===== src/rtl/branch_pc_unit_pkg.sv =====
// Shared definitions for the branch/PC unit: default widths, reset PC,
// instruction size and the decode-kill FSM state encoding.
package branch_pc_unit_pkg;

   localparam int unsigned DEFAULT_PC_W     = 16;
   localparam int unsigned DEFAULT_IMM_W    = 8;
   localparam logic [15:0] DEFAULT_RESET_PC = 16'h0000;
   localparam int unsigned INSN_BYTES       = 2;

   typedef enum logic {
      RUN,
      FLUSH
   } state_t;

endpackage


===== src/rtl/branch_target_adder.sv =====
// Branch target: PCD + instruction size + sign-extended Imm scaled to bytes.
module branch_target_adder
   import branch_pc_unit_pkg::*;
#(
   parameter int unsigned PC_W  = DEFAULT_PC_W,
   parameter int unsigned IMM_W = DEFAULT_IMM_W
) (
   input  logic [PC_W-1:0]  pcd,
   input  logic [IMM_W-1:0] imm,
   output logic [PC_W-1:0]  target
);

   logic [PC_W-1:0] imm_sext;
   logic [PC_W-1:0] offset;

   always_comb begin
      imm_sext = {{(PC_W-IMM_W){imm[IMM_W-1]}}, imm};
      offset   = {imm_sext[PC_W-2:0], 1'b0};
      target   = pcd + PC_W'(INSN_BYTES) + offset;
   end

endmodule


===== src/rtl/branch_pc_unit.sv =====
// Fetch PC, decode PC, branch/jump redirect and one-slot wrong-path kill.
// Optional taken/not-taken saturating counters under `BRANCH_STATS_EN.
module branch_pc_unit
   import branch_pc_unit_pkg::*;
#(
   parameter int unsigned     PC_W     = DEFAULT_PC_W,
   parameter int unsigned     IMM_W    = DEFAULT_IMM_W,
   parameter logic [PC_W-1:0] RESET_PC = PC_W'(DEFAULT_RESET_PC)
) (
   input  logic             CLK,
   input  logic             Reset,
   input  logic             Stall,
   input  logic             IsBranch,
   input  logic             BranchDecide,
   input  logic [IMM_W-1:0] Imm,
   input  logic             IsJump,
   input  logic [PC_W-1:0]  JumpAddr,
   output logic [PC_W-1:0]  PC,
   output logic [PC_W-1:0]  PCD,
   output logic             DValid,
   output logic             Redirect
`ifdef BRANCH_STATS_EN
   ,
   output logic [15:0]      TakenCount,
   output logic [15:0]      NotTakenCount
`endif
);

   state_t          state_q, state_d;
   logic [PC_W-1:0] target;
   logic [PC_W-1:0] pc_next;
   logic            take_jump;
   logic            take_branch;

   branch_target_adder #(
      .PC_W  (PC_W),
      .IMM_W (IMM_W)
   ) u_target (
      .pcd    (PCD),
      .imm    (Imm),
      .target (target)
   );

   // Decode controls are only honoured for a live, unstalled instruction.
   always_comb begin
      DValid      = (state_q == RUN);
      take_jump   = DValid & ~Stall & IsJump;
      take_branch = DValid & ~Stall & ~IsJump & IsBranch & BranchDecide;
      Redirect    = take_jump | take_branch;

      state_d = state_q;
      if (!Stall) begin
         state_d = Redirect ? FLUSH : RUN;
      end

      pc_next = PC + PC_W'(INSN_BYTES);
      if (take_jump) begin
         pc_next = JumpAddr;
      end else if (take_branch) begin
         pc_next = target;
      end
   end

   always_ff @(posedge CLK or posedge Reset) begin
      if (Reset) begin
         PC      <= RESET_PC;
         PCD     <= RESET_PC;
         state_q <= FLUSH;
      end else if (!Stall) begin
         PC      <= pc_next;
         PCD     <= PC;
         state_q <= state_d;
      end
   end

`ifdef BRANCH_STATS_EN
   logic branch_resolved;

   assign branch_resolved = DValid & ~Stall & IsBranch & ~IsJump;

   always_ff @(posedge CLK or posedge Reset) begin
      if (Reset) begin
         TakenCount    <= '0;
         NotTakenCount <= '0;
      end else begin
         if (branch_resolved && BranchDecide && (TakenCount != '1)) begin
            TakenCount <= TakenCount + 16'd1;
         end
         if (branch_resolved && !BranchDecide && (NotTakenCount != '1)) begin
            NotTakenCount <= NotTakenCount + 16'd1;
         end
      end
   end
`endif

endmodule


===== config.mk =====
export PLATFORM = sky130hd
export DESIGN_NAME = branch_pc_unit
export DESIGN_NICKNAME = d
export VERILOG_FILES = /design/src/rtl/branch_pc_unit_pkg.sv /design/src/rtl/branch_target_adder.sv /design/src/rtl/branch_pc_unit.sv
export SDC_FILE = /design/constraint.sdc
export NUM_CORES = 1
export LEC_CHECK = 0
export BUFFER_PORTS_ARGS = -buffer_cell sky130_fd_sc_hd__buf_2
export CORE_UTILIZATION = 30
export DETAILED_ROUTE_END_ITERATION = 16
export PLACE_DENSITY = 0.62
export SLEW_MARGIN = 20
export SYNTH_ARGS = -nofsm -noshare
export SYNTH_HDL_FRONTEND = slang
export SYNTH_SLANG_ARGS = --single-unit
export TNS_END_PERCENT = 5

===== constraint.sdc =====
create_clock -name CLK -period 3.5 [get_ports CLK]
set_clock_uncertainty 0.1 [all_clocks]
set_input_delay 0.7 -clock CLK [delete_from_list [all_inputs] [get_ports CLK]]
set_output_delay 0.7 -clock CLK [all_outputs]
set_load 0.01 [all_outputs]

== Yosys cells after proc, flatten, opt, wreduce, memory -nomap -nowiden ==
Cells that the tools add are included.

* Bitwise operators: 9
* Add/sub/neg operators: 3
* Multiplexer cells: 3

{| class="wikitable"
|+ Operators by type and width
! kind !! number
|-
| $add 16x2->16 const B || 2
|-
| $mux 16 || 2
|-
| $add 16x16->16 || 1
|-
| $and 1x1->1 || 5
|-
| $not 1->1 || 3
|-
| $mux 1 || 1
|-
| $or 1x1->1 || 1
|}

* Output and inout port bits: 34
* Input bits: 30
* Flip-flop bits (word level): 33

== Logic depth before layout (Yosys ltp) ==
Gate-level depths: netlist of the first run.

* Word-level depth: 7
* Depth in mapped cells: 11
* Gate-level depth less buffers: 11

== Modules after synthesis ==
Synthesis of the first run repeated with hierarchy kept, for this count alone.

* Cells, all modules: 300
* Area, all modules: 2,766.4 µm²

{| class="wikitable"
|+ Modules (own cells, without submodules)
! module !! area an instance (µm²) !! instances !! cells an instance !! seq. area each (µm²)
|-
| branch_pc_unit || 1,896.8 || 1 || 191 || 827.0
|-
| branch_target_adder || 869.6 || 1 || 109 || 0.0
|}

== Least setup slack after synthesis of the first run ==
Ideal clock, no wire load.

* Path kind: input -> register
* From: input Imm[1]
* To: register PC[12]
* Data required time: 3.306 ns
* Cell stages on the path: 9
* Slack: 0.429 ns
* Data arrival time: 2.877 ns
* Buffers on the path: 0
* Cell sequence: ha_1 -> ha_1 -> fa_1 -> a21o_1 -> a221oi_2 -> o21ai_2 -> o21ai_1 -> mux2_2 -> a211oi_1

* Word-level cells in the longest chain between the ends: 3

{| class="wikitable"
|+ RTL lines
! item !! RTL line !! source
|-
| start: declaration || branch_pc_unit.sv:15 || <nowiki>input logic [IMM_W-1:0] Imm,</nowiki>
|-
| $add 16x16->16 || branch_target_adder.sv:19 || <nowiki>target = pcd + PC_W'(INSN_BYTES) + offset;</nowiki>
|-
| $mux 16 || branch_pc_unit.sv:59 || <nowiki>end else if (take_branch) begin</nowiki>
|-
| $mux 16 || branch_pc_unit.sv:57 || <nowiki>if (take_jump) begin</nowiki>
|-
| end signal: assignment || branch_pc_unit.sv:70 || <nowiki>PC <= pc_next;</nowiki>
|-
| end: declaration || branch_pc_unit.sv:18 || <nowiki>output logic [PC_W-1:0] PC,</nowiki>
|}

Every way passes these cells.
A chain may end at the register's enable or synchronous reset.

== Worst setup path in the final report of the first run ==
Same ends and word-level chain as after synthesis.

==> results.md, run 1 <==
| Metric | Reported | Unit |
|:---|:---|:---|
| Largest cells by area after synthesis | sky130_fd_sc_hd__dfrtp_1 31%, sky130_fd_sc_hd__ha_1 14%, sky130_fd_sc_hd__mux2_2 5.7%, sky130_fd_sc_hd__nand2_1 4.5%, sky130_fd_sc_hd__xnor2_1 4.1% | - |
| Number of DRC violations after detailed routing | 0 | - |
| Tightest Hold Check Type | in2async | - |
| Post-synth EDFFs | 0 | - |
| Final #Nets | 395 | - |
| Final hold viol count | 0 | - |
| Max-cap violations | 0 | - |
| Switching Share | 0.4370 | - |
| Post-DP HPWL | 5.509 | mm |
| Die area | 9009 | µm² |
| Number of diodes added for antenna fixing | 0 | - |
| First-pass iteration count of the detailed router | 4 | - |
| Routed Wire Length | 7.219 | mm |
| Switching power total | 921.3 | µW |
| Final slew viol count | 0 | - |
| Share of synthesized area occupied by flip-flops and latches | 0.3193 | - |
| Global-route wire length before repair | 11.36 | mm |
| Critical path capture point type | flip-flop | - |
| Count of routing violations after the opening detailed-route iteration | 118 | - |
| Worst reg2reg endpoint | PC[12] | - |
| Vias after detailed routing | 2342 | - |
| Transition at the pin with the smallest max-transition slack | 0.7241 | ns |
| Setup tns final | 0 | ns |
| Post-synthesis instance area | 2590 | µm² |
| Starting utilization of the core area | 0.3121 | - |
| Int Power | 1187 | µW |
| Most common cell on crit path | sky130_fd_sc_hd__ha_1 | - |
| Fraction of final layout cells sized beyond drive strength 1 | 0.2849 | - |
| Yosys top cell area share | 0.3092 | - |
| Worst setup slack after layout | 0.4482 | ns |
| Origin of the critical flop-to-flop path | PCD[2] | - |
| Overflow left after global routing | 0 | - |
| Reg clk slew, reported paths | 0.08 | ns |
| PwrDens | 692.1 | nW/µm² |
| Number of standard-cell rows in the floorplan | 33 | - |
| WL/cell | 16.33 | µm |
| Peak fanout along the critical path | 3 | - |
| Routability-driven placement congestion ratio | 0.8506 | - |
| Clock buffers created by TritonCTS | 5 | - |
| Final worst path period need | 3.052 | ns |
| CTS Sinks | 33 | - |
| Fraction of registers with async set or reset after synthesis | 1.000 | - |
| Via count normalized by instance count | 5.299 | - |
| Number of nets in the synthesized netlist | 334 | - |
| Cell with the most instances after synthesis | sky130_fd_sc_hd__dfrtp_1 | - |
| Peak ir drop on the vdd network | 0.0002696 | V |
| Delay of the slowest critical-path stage | 0.42 | ns |
| Number of antenna violations at the first check in global routing | 0 | - |
| Insertion delay of the later-clocked pin in the worst-skew pair | 0.29 | ns |
| Number of global-route vias before repair | 2223 | - |
| Dominant synthesized flop cell | sky130_fd_sc_hd__dfrtp_1 | - |
| Fraction of power consumed by combinational cells | 0.539 | - |
| Setup slack of the worst register-to-register path | 0.56 | ns |
| Run status | completed | - |
| Fraction of power consumed by the clock network | 0.147 | - |
| Area growth syn-to-layout | 17.63 | % |
| Worst R2R Path Depth | 9 | - |
| Synthesized netlist cell count | 275 | - |
| Top-Level Pins | 64 | - |
| Clock H-tree levels | 2 | - |
| Overall routing resource usage | 0.1669 | - |
| Cell accounting for the most synthesized area | sky130_fd_sc_hd__dfrtp_1 | - |
| Clk buf depth | 2 | - |
| Area inside the core boundary | 8299 | µm² |
| Fmax | 327.7 | MHz |
| Post-CTS Repair Setup Buffers | 0 | - |
| Sequential group share of total power | 0.314 | - |
| Leakage power total | 0.001452 | µW |
| Setup repair after global routing missed its margin | no | - |
| Cell types with the highest counts after synthesis | 32 x sky130_fd_sc_hd__dfrtp_1, 31 x sky130_fd_sc_hd__nand2_1, 28 x sky130_fd_sc_hd__ha_1, 19 x sky130_fd_sc_hd__a21oi_1, 16 x sky130_fd_sc_hd__nor2_1 | - |
| Required time at the worst-slack endpoint | 3.60 | ns |
| Hold bufs inserted after CTS | 0 | - |
| Cell with the largest stage delay on the worst path | sky130_fd_sc_hd__fa_1 | - |
| Number of buffer and inverter instances along the worst setup path | 1 | - |
| Kind of launch point of the worst setup path | input port | - |
| Clock root buffer | sky130_fd_sc_hd__clkbuf_8 | - |
| CTS tree | done | - |
| Die width | 94.92 | µm |
| Cell type group with the largest total delay on the critical path | compound AO/OA/AOI/OAI gates | - |
| Fin crit share | 0.8719 | - |
| Count of nets left with antenna violations after detail routing | 0 | - |
| Pin count of the biggest net entering global routing | 31 | - |
| Total of buffers placed on input and output ports | 63 | - |
| Library cells used by synthesis | 51 | - |
| Pre-CTS setup slack | 0.1562 | ns |
| CTS resizes | 0 | - |
| Relative max-transition margin | 0.5167 | - |
| Die outline height | 94.92 | µm |
| Count of state elements after synthesis | 33 | - |
| Cells traversed along the worst timing path | buf_2 -> ha_1 -> ha_1 -> fa_1 -> a21o_1 -> a221oi_2 -> o21ai_2 -> o21ai_1 -> mux2_2 -> a211oi_1 | - |
| Synthesized area divided by synthesized cell count | 9.418 | µm² |
| Warnings from Yosys | 0 | - |
| Final-report setup violation count | 0 | - |
| Data arrival at the endpoint of the critical path | 3.15 | ns |
| Critical path start-end classification | in2reg | - |
[placed cells by master (no fill, tap or decap), drive strengths merged, types with 4 or more instances in the layout]
cell type	instances
a211oi	9
a21o	7
a21oi	19
a31oi	4
and4	6
buf	66
clkbuf	8
dfrtp	32
ha	28
inv	12
mux2	13
nand2	31
nand3	5
nand4	4
nor2	16
o21ai	16
o22ai	6
xnor2	12
xor2	8
[registers in the layout, indices dropped and copies added (netlist names)]
| signal | flops |
|---|---|
| state_q | 1 |
| PCD | 16 |
| PC | 16 |
[metal layers]
metal / global-route usage / part of all wire
met1: 0.2224 / 0.47
met2: 0.2782 / 0.48
met3: 0.03221 / 0.047
met4: 0.03662 / 0.0073
met5: 0 / 0
[through the flow]
step	std cells	hold WS (ns)	total power [µW]	util	area, µm²
global route	442	0.4450	2291	0.3671	3047
global placement	434	0.3874	1781	0.3562	2957
floorplan	275	0.4287	1449	-	2590
finish	442	0.4104	2109	0.3671	3047
CTS	442	0.4194	2123	0.3671	3047
detailed placement	434	0.4036	1803	0.3562	2957
[kinds of logic after synthesis]
logic type / count (synthesis) / share of synthesized area
multiplexers: 13 / 0.05652
adder cells (fa/ha/maj): 29 / 0.1430
flip-flops: 33 / 0.3193
XOR/XNOR: 20 / 0.06763
AND/OR/NAND/NOR: 78 / 0.1507
buffers and inverters: 24 / 0.05941
AO/OA/AOI/OAI: 78 / 0.2034
[power by group through the flow]
stage | registers (µW) | clock network, µW | logic (µW)
global route | 682 | 329 | 1280
floorplan | 691 | 0 | 758
CTS | 663 | 319 | 1140
detailed placement | 671 | 0 | 1130
finish | 662 | 310 | 1140
global placement | 665 | 0 | 1120
[final cells by class]
cell class | instances | area [µm²]
tap | 105 | 131.4
fill | 877 | 5253
sequential | 33 | 827.0
inverter | 12 | 45.04
multi-input combinational | 218 | 1615
timing repair buffer | 66 | 337.8
clock buffer | 8 | 90.09
[worst reg2reg max path, cell delays in order (launching register included)]
cell	delay, ns
sky130_fd_sc_hd__dfrtp_1	0.39
sky130_fd_sc_hd__ha_1	0.29
sky130_fd_sc_hd__ha_1	0.24
sky130_fd_sc_hd__fa_1	0.42
sky130_fd_sc_hd__a21o_1	0.23
sky130_fd_sc_hd__a221oi_2	0.34
sky130_fd_sc_hd__o21ai_2	0.13
sky130_fd_sc_hd__o21ai_1	0.14
sky130_fd_sc_hd__mux2_2	0.34
sky130_fd_sc_hd__a211oi_1	0.21
[how the worst max path moves through the flow]
stage,from,to,slack (ns),depth (start not counted)
2_1_floorplan,Imm[1],PC[12],0.43,9
3_3_place_gp,Imm[1],PC[12],0.22,10
3_5_place_dp,Imm[1],PC[12],0.16,10
4_1_cts,Imm[1],PC[12],0.45,10
5_1_grt,Imm[1],PC[12],0.33,10
6_report,Imm[1],PC[12],0.45,10
Power figures use the tool's default switching activity.
==> run 2: changes to the inputs <==
--- a/config.mk
+++ b/config.mk
@@ -5,10 +5,11 @@
 export SDC_FILE = /design/constraint.sdc
 export NUM_CORES = 1
 export LEC_CHECK = 0
+export ABC_AREA = 1
 export BUFFER_PORTS_ARGS = -buffer_cell sky130_fd_sc_hd__buf_2
 export CORE_UTILIZATION = 30
 export DETAILED_ROUTE_END_ITERATION = 16
-export PLACE_DENSITY = 0.62
+export PLACE_DENSITY = 0.61
 export SLEW_MARGIN = 20
 export SYNTH_ARGS = -nofsm -noshare
 export SYNTH_HDL_FRONTEND = slang
==> results.md, run 2 <==
| Metric | Reported | Unit | vs previous |
|:---|:---|:---|:---|
| Kind of launch point of the worst setup path | input port | - |  |
| Final worst path period need | 2.668 | ns | -0.3834 ns |
| Die area | 9899 | µm² | +9.9% |
| Final slew viol count | 0 | - | unchanged |
| Number of DRC violations after detailed routing | 0 | - | unchanged |
| Relative max-transition margin | 0.6384 | - | +0.1217 |
| Origin of the worst setup path | Stall | - |  |
| Peak ir drop on the vdd network | 0.0001885 | V | -30% |
| Synth Area in Compound Gates | 0.1338 | - | -0.06955 |
| Fraction of final layout cells sized beyond drive strength 1 | 0.2064 | - | -0.07848 |
| Worst setup slack after layout | 0.8316 | ns | +0.3834 ns |
| Count of state elements after synthesis | 33 | - | unchanged |
| Registers with the highest flip-flop counts | PCD: 16 flops, PC: 16 flops, state_q: 1 flops | - |  |
| Switching Share | 0.4503 | - | +0.01331 |
| Post-synthesis instance area | 2851 | µm² | +10% |
| CTS Sinks | 33 | - | unchanged |
| Die outline height | 99.50 | µm | +4.8% |
| Cell count after placement | 591 | - | +36% |
| Critical path capture point type | output port | - |  |
| Share of synthesized area occupied by flip-flops and latches | 0.2900 | - | -0.02928 |
| Area share of fa/ha/maj cells after synthesis | 0.1299 | - | -0.01311 |
| Cell types with the highest counts after synthesis | 116 x sky130_fd_sc_hd__nand2_1, 59 x sky130_fd_sc_hd__inv_1, 33 x sky130_fd_sc_hd__nand3_1, 32 x sky130_fd_sc_hd__dfrtp_1, 28 x sky130_fd_sc_hd__ha_1 | - |  |
| Most common library cell in the layout ignoring fill and taps | sky130_fd_sc_hd__nand2_1 | - |  |
| Simple-gate area share of the yosys netlist | 0.3142 | - | +0.1634 |
| Fraction of registers with async set or reset after synthesis | 1.000 | - | unchanged |
| Origin of the critical flop-to-flop path | PCD[2] | - |  |
| Library cells used by synthesis | 40 | - | -22% |
| Max-cap violations | 0 | - | unchanged |
| Transition at the pin with the smallest max-transition slack | 0.5418 | ns | -0.1824 ns |
| Number of nets in the synthesized netlist | 467 | - | +40% |
| Pin count of the biggest net entering global routing | 50 | - | +61% |
| Setup tns final | 0 | ns | unchanged |
| Number of global-route vias before repair | 2678 | - | +20% |
| Top-Level Pins | 64 | - | unchanged |
| Fraction of power consumed by combinational cells | 0.512 | - | -0.027 |
| Global routing usage on met1 | 0.2164 | - | -0.005945 |
| Count of nets left with antenna violations after detail routing | 0 | - | unchanged |
| Number of fill cells | 1036 | - | +18% |
| Post-DP HPWL | 5.964 | mm | +8.2% |
| Switching power total | 787.8 | µW | -14% |
| Reg clk slew, reported paths | 0.07 | ns | about the same |
| Sequential Area | 827.0 | µm² | unchanged |
| Dominant synthesized flop cell | sky130_fd_sc_hd__dfrtp_1 | - |  |
| Peak fanout along the critical path | 19 | - | +16 |
| CTS resizes | 0 | - | unchanged |
| Total of buffers placed on input and output ports | 63 | - | unchanged |
| Pre-CTS setup slack | 0.7057 | ns | +0.5495 ns |
| Warnings from Yosys | 0 | - | unchanged |
| Clk buf depth | 2 | - | unchanged |
| Number of antenna violations at the first check in global routing | 0 | - | unchanged |
| Largest cells by area after synthesis | sky130_fd_sc_hd__dfrtp_1 28%, sky130_fd_sc_hd__nand2_1 15%, sky130_fd_sc_hd__ha_1 12%, sky130_fd_sc_hd__inv_1 7.8%, sky130_fd_sc_hd__nand3_1 5.8% | - |  |
| Die width | 99.50 | µm | +4.8% |
| Final hold viol count | 0 | - | unchanged |
| Cell accounting for the most synthesized area | sky130_fd_sc_hd__dfrtp_1 | - |  |
| Vias after detailed routing | 2788 | - | +19% |
| Data arrival at the endpoint of the critical path | 1.87 | ns | -1.28 ns |
| Combinational family with the most area after synthesis | simple AND/OR/NAND/NOR gates | - |  |
| Met2 capacity usage during global routing | 0.2687 | - | -0.009481 |
| Number of diodes added for antenna fixing | 0 | - | unchanged |
| Fraction of power consumed by the clock network | 0.163 | - | +0.016 |
| Area inside the core boundary | 9240 | µm² | +11% |
| Post-CTS Repair Setup Buffers | 0 | - | unchanged |
| Clock buffers created by TritonCTS | 5 | - | unchanged |
| Required time at the worst-slack endpoint | 2.70 | ns | -0.90 ns |
| Multiplexer area fraction after synthesis | 0 | - | -0.05652 |
| Insertion delay of the later-clocked pin in the worst-skew pair | 0.29 | ns | about the same |
| Clock root buffer | sky130_fd_sc_hd__clkbuf_8 | - |  |
| Via count normalized by instance count | 4.654 | - | -12% |
| Sequential group share of total power | 0.324 | - | +0.010 |
| Run status | completed | - |  |
| Number of standard-cell rows in the floorplan | 35 | - | +6.1% |
| Routability-driven placement congestion ratio | 0.8713 | - | +2.4% |
| Grt met3 use | 0.02460 | - | -0.007610 |
| Global-route wire length before repair | 12.67 | mm | +12% |
| WL/cell | 12.64 | µm | -23% |
| Post-synth EDFFs | 0 | - | unchanged |
| Final cell count without fillers | 599 | - | +36% |
| Final-report setup violation count | 0 | - | unchanged |
| Overall routing resource usage | 0.1618 | - | -0.005083 |
| Area growth syn-to-layout | 17.51 | % |  |
| Final #Nets | 528 | - | +34% |
| Starting utilization of the core area | 0.3086 | - | -0.003477 |
| Fmax | 374.8 | MHz | +14% |
| Fin crit share | 0.7624 | - | -0.1095 |
| Area used by multi-input combinational logic | 1709 | µm² | +5.8% |
| Tightest Hold Check Type | in2async | - |  |
| Hold bufs inserted after CTS | 0 | - | unchanged |
| First-pass iteration count of the detailed router | 4 | - | unchanged |
| CTS tree | done | - |  |
| PwrDens | 522.1 | nW/µm² | -25% |
| Commonest cells after routing, fill and taps aside | 116 x sky130_fd_sc_hd__nand2_1, 63 x sky130_fd_sc_hd__buf_2, 59 x sky130_fd_sc_hd__inv_1 | - |  |
| Clock H-tree levels | 2 | - | unchanged |
| Routed Wire Length | 7.569 | mm | +4.8% |
| Count of routing violations after the opening detailed-route iteration | 116 | - | -1.7% |
| Cell with the most instances after synthesis | sky130_fd_sc_hd__nand2_1 | - |  |
| Leakage power total | 0.001829 | µW | +26% |
| Xor and xnor fraction of the mapped netlist area | 0.02150 | - | -0.04613 |
| Int Power | 961.8 | µW | -19% |
| Overflow left after global routing | 0 | - | unchanged |
| Synthesized netlist cell count | 408 | - | +48% |
| Setup repair after global routing missed its margin | no | - |  |
| Synthesized area divided by synthesized cell count | 6.989 | µm² | -26% |
| Gr busiest metal | met2 | - |  |
| Yosys top cell area share | 0.2808 | - | -0.02835 |
| Critical path start-end classification | in2out | - |  |
==> run 2: layout make-up <==
type | instances | area share
multi-input cells | 300 | 0.5101
flip-flops and latches | 33 | 0.2468
repair buffers | 65 | 0.09858
inverters | 64 | 0.07244
well taps | 129 | 0.04817
clock buffers | 8 | 0.02390
==> run 2: logic make-up (layout without fill, tap and decap cells) <==
kind of cell | count (synthesis) | after routing
xor gates and xnor gates | 7 | 7
DFF | 33 | 33
adders and majority gates | 29 | 29
buffers and inverters | 75 | 137
and+or+nand+nor | 200 | 200
AOI/OAI and AO/OA | 64 | 64
==> run 2: per-stage QoR <==
step	hold WS, ns	total power [µW]	utilization	cell area, µm²
3_3_place_gp	0.3888	1456	0.3540	3271
4_1_cts	0.4128	1767	0.3626	3351
3_5_place_dp	0.3942	1473	0.3540	3271
5_1_grt	0.4364	1914	0.3626	3351
2_1_floorplan	0.4335	1194	-	2851
6_report	0.3991	1750	0.3626	3351
==> run 2: worst paths after layout <==
check / to / slack (ns) / depth (start not counted)
worst max-delay path: Redirect / 0.83 / 7
worst min-delay path: PCD[14] / 0.40 / 3
worst max register to register: PC[6] / 1.14 / 10
worst min register to register: PC[15] / 0.40 / 2
max in group asynchronous: state_q / 2.55 / 3
min in group CLK: PC[15] / 0.40 / 2
==> run 2: routing by layer <==
layer,up-vias,routed length [µm]
met5,-,0
met4,0,97
met3,7,408
met2,76,3547
met1,1263,3515
li1,1442,-
==> run 2: power groups by stage <==
stage / clock network, µW / logic (µW) / registers [µW]
6_report: 286 / 896 / 567
3_5_place_dp: 0 / 898 / 575
5_1_grt: 306 / 1020 / 584
2_1_floorplan: 0 / 598 / 596
3_3_place_gp: 0 / 885 / 572
4_1_cts: 294 / 904 / 569
==> run 2: worst max-delay path, stage by stage <==
cell	delay, ns
sky130_fd_sc_hd__buf_2	0.11
sky130_fd_sc_hd__nor2_2	0.18
sky130_fd_sc_hd__nand4_4	0.27
sky130_fd_sc_hd__inv_4	0.29
sky130_fd_sc_hd__nor2_1	0.08
sky130_fd_sc_hd__inv_1	0.10
sky130_fd_sc_hd__buf_2	0.13
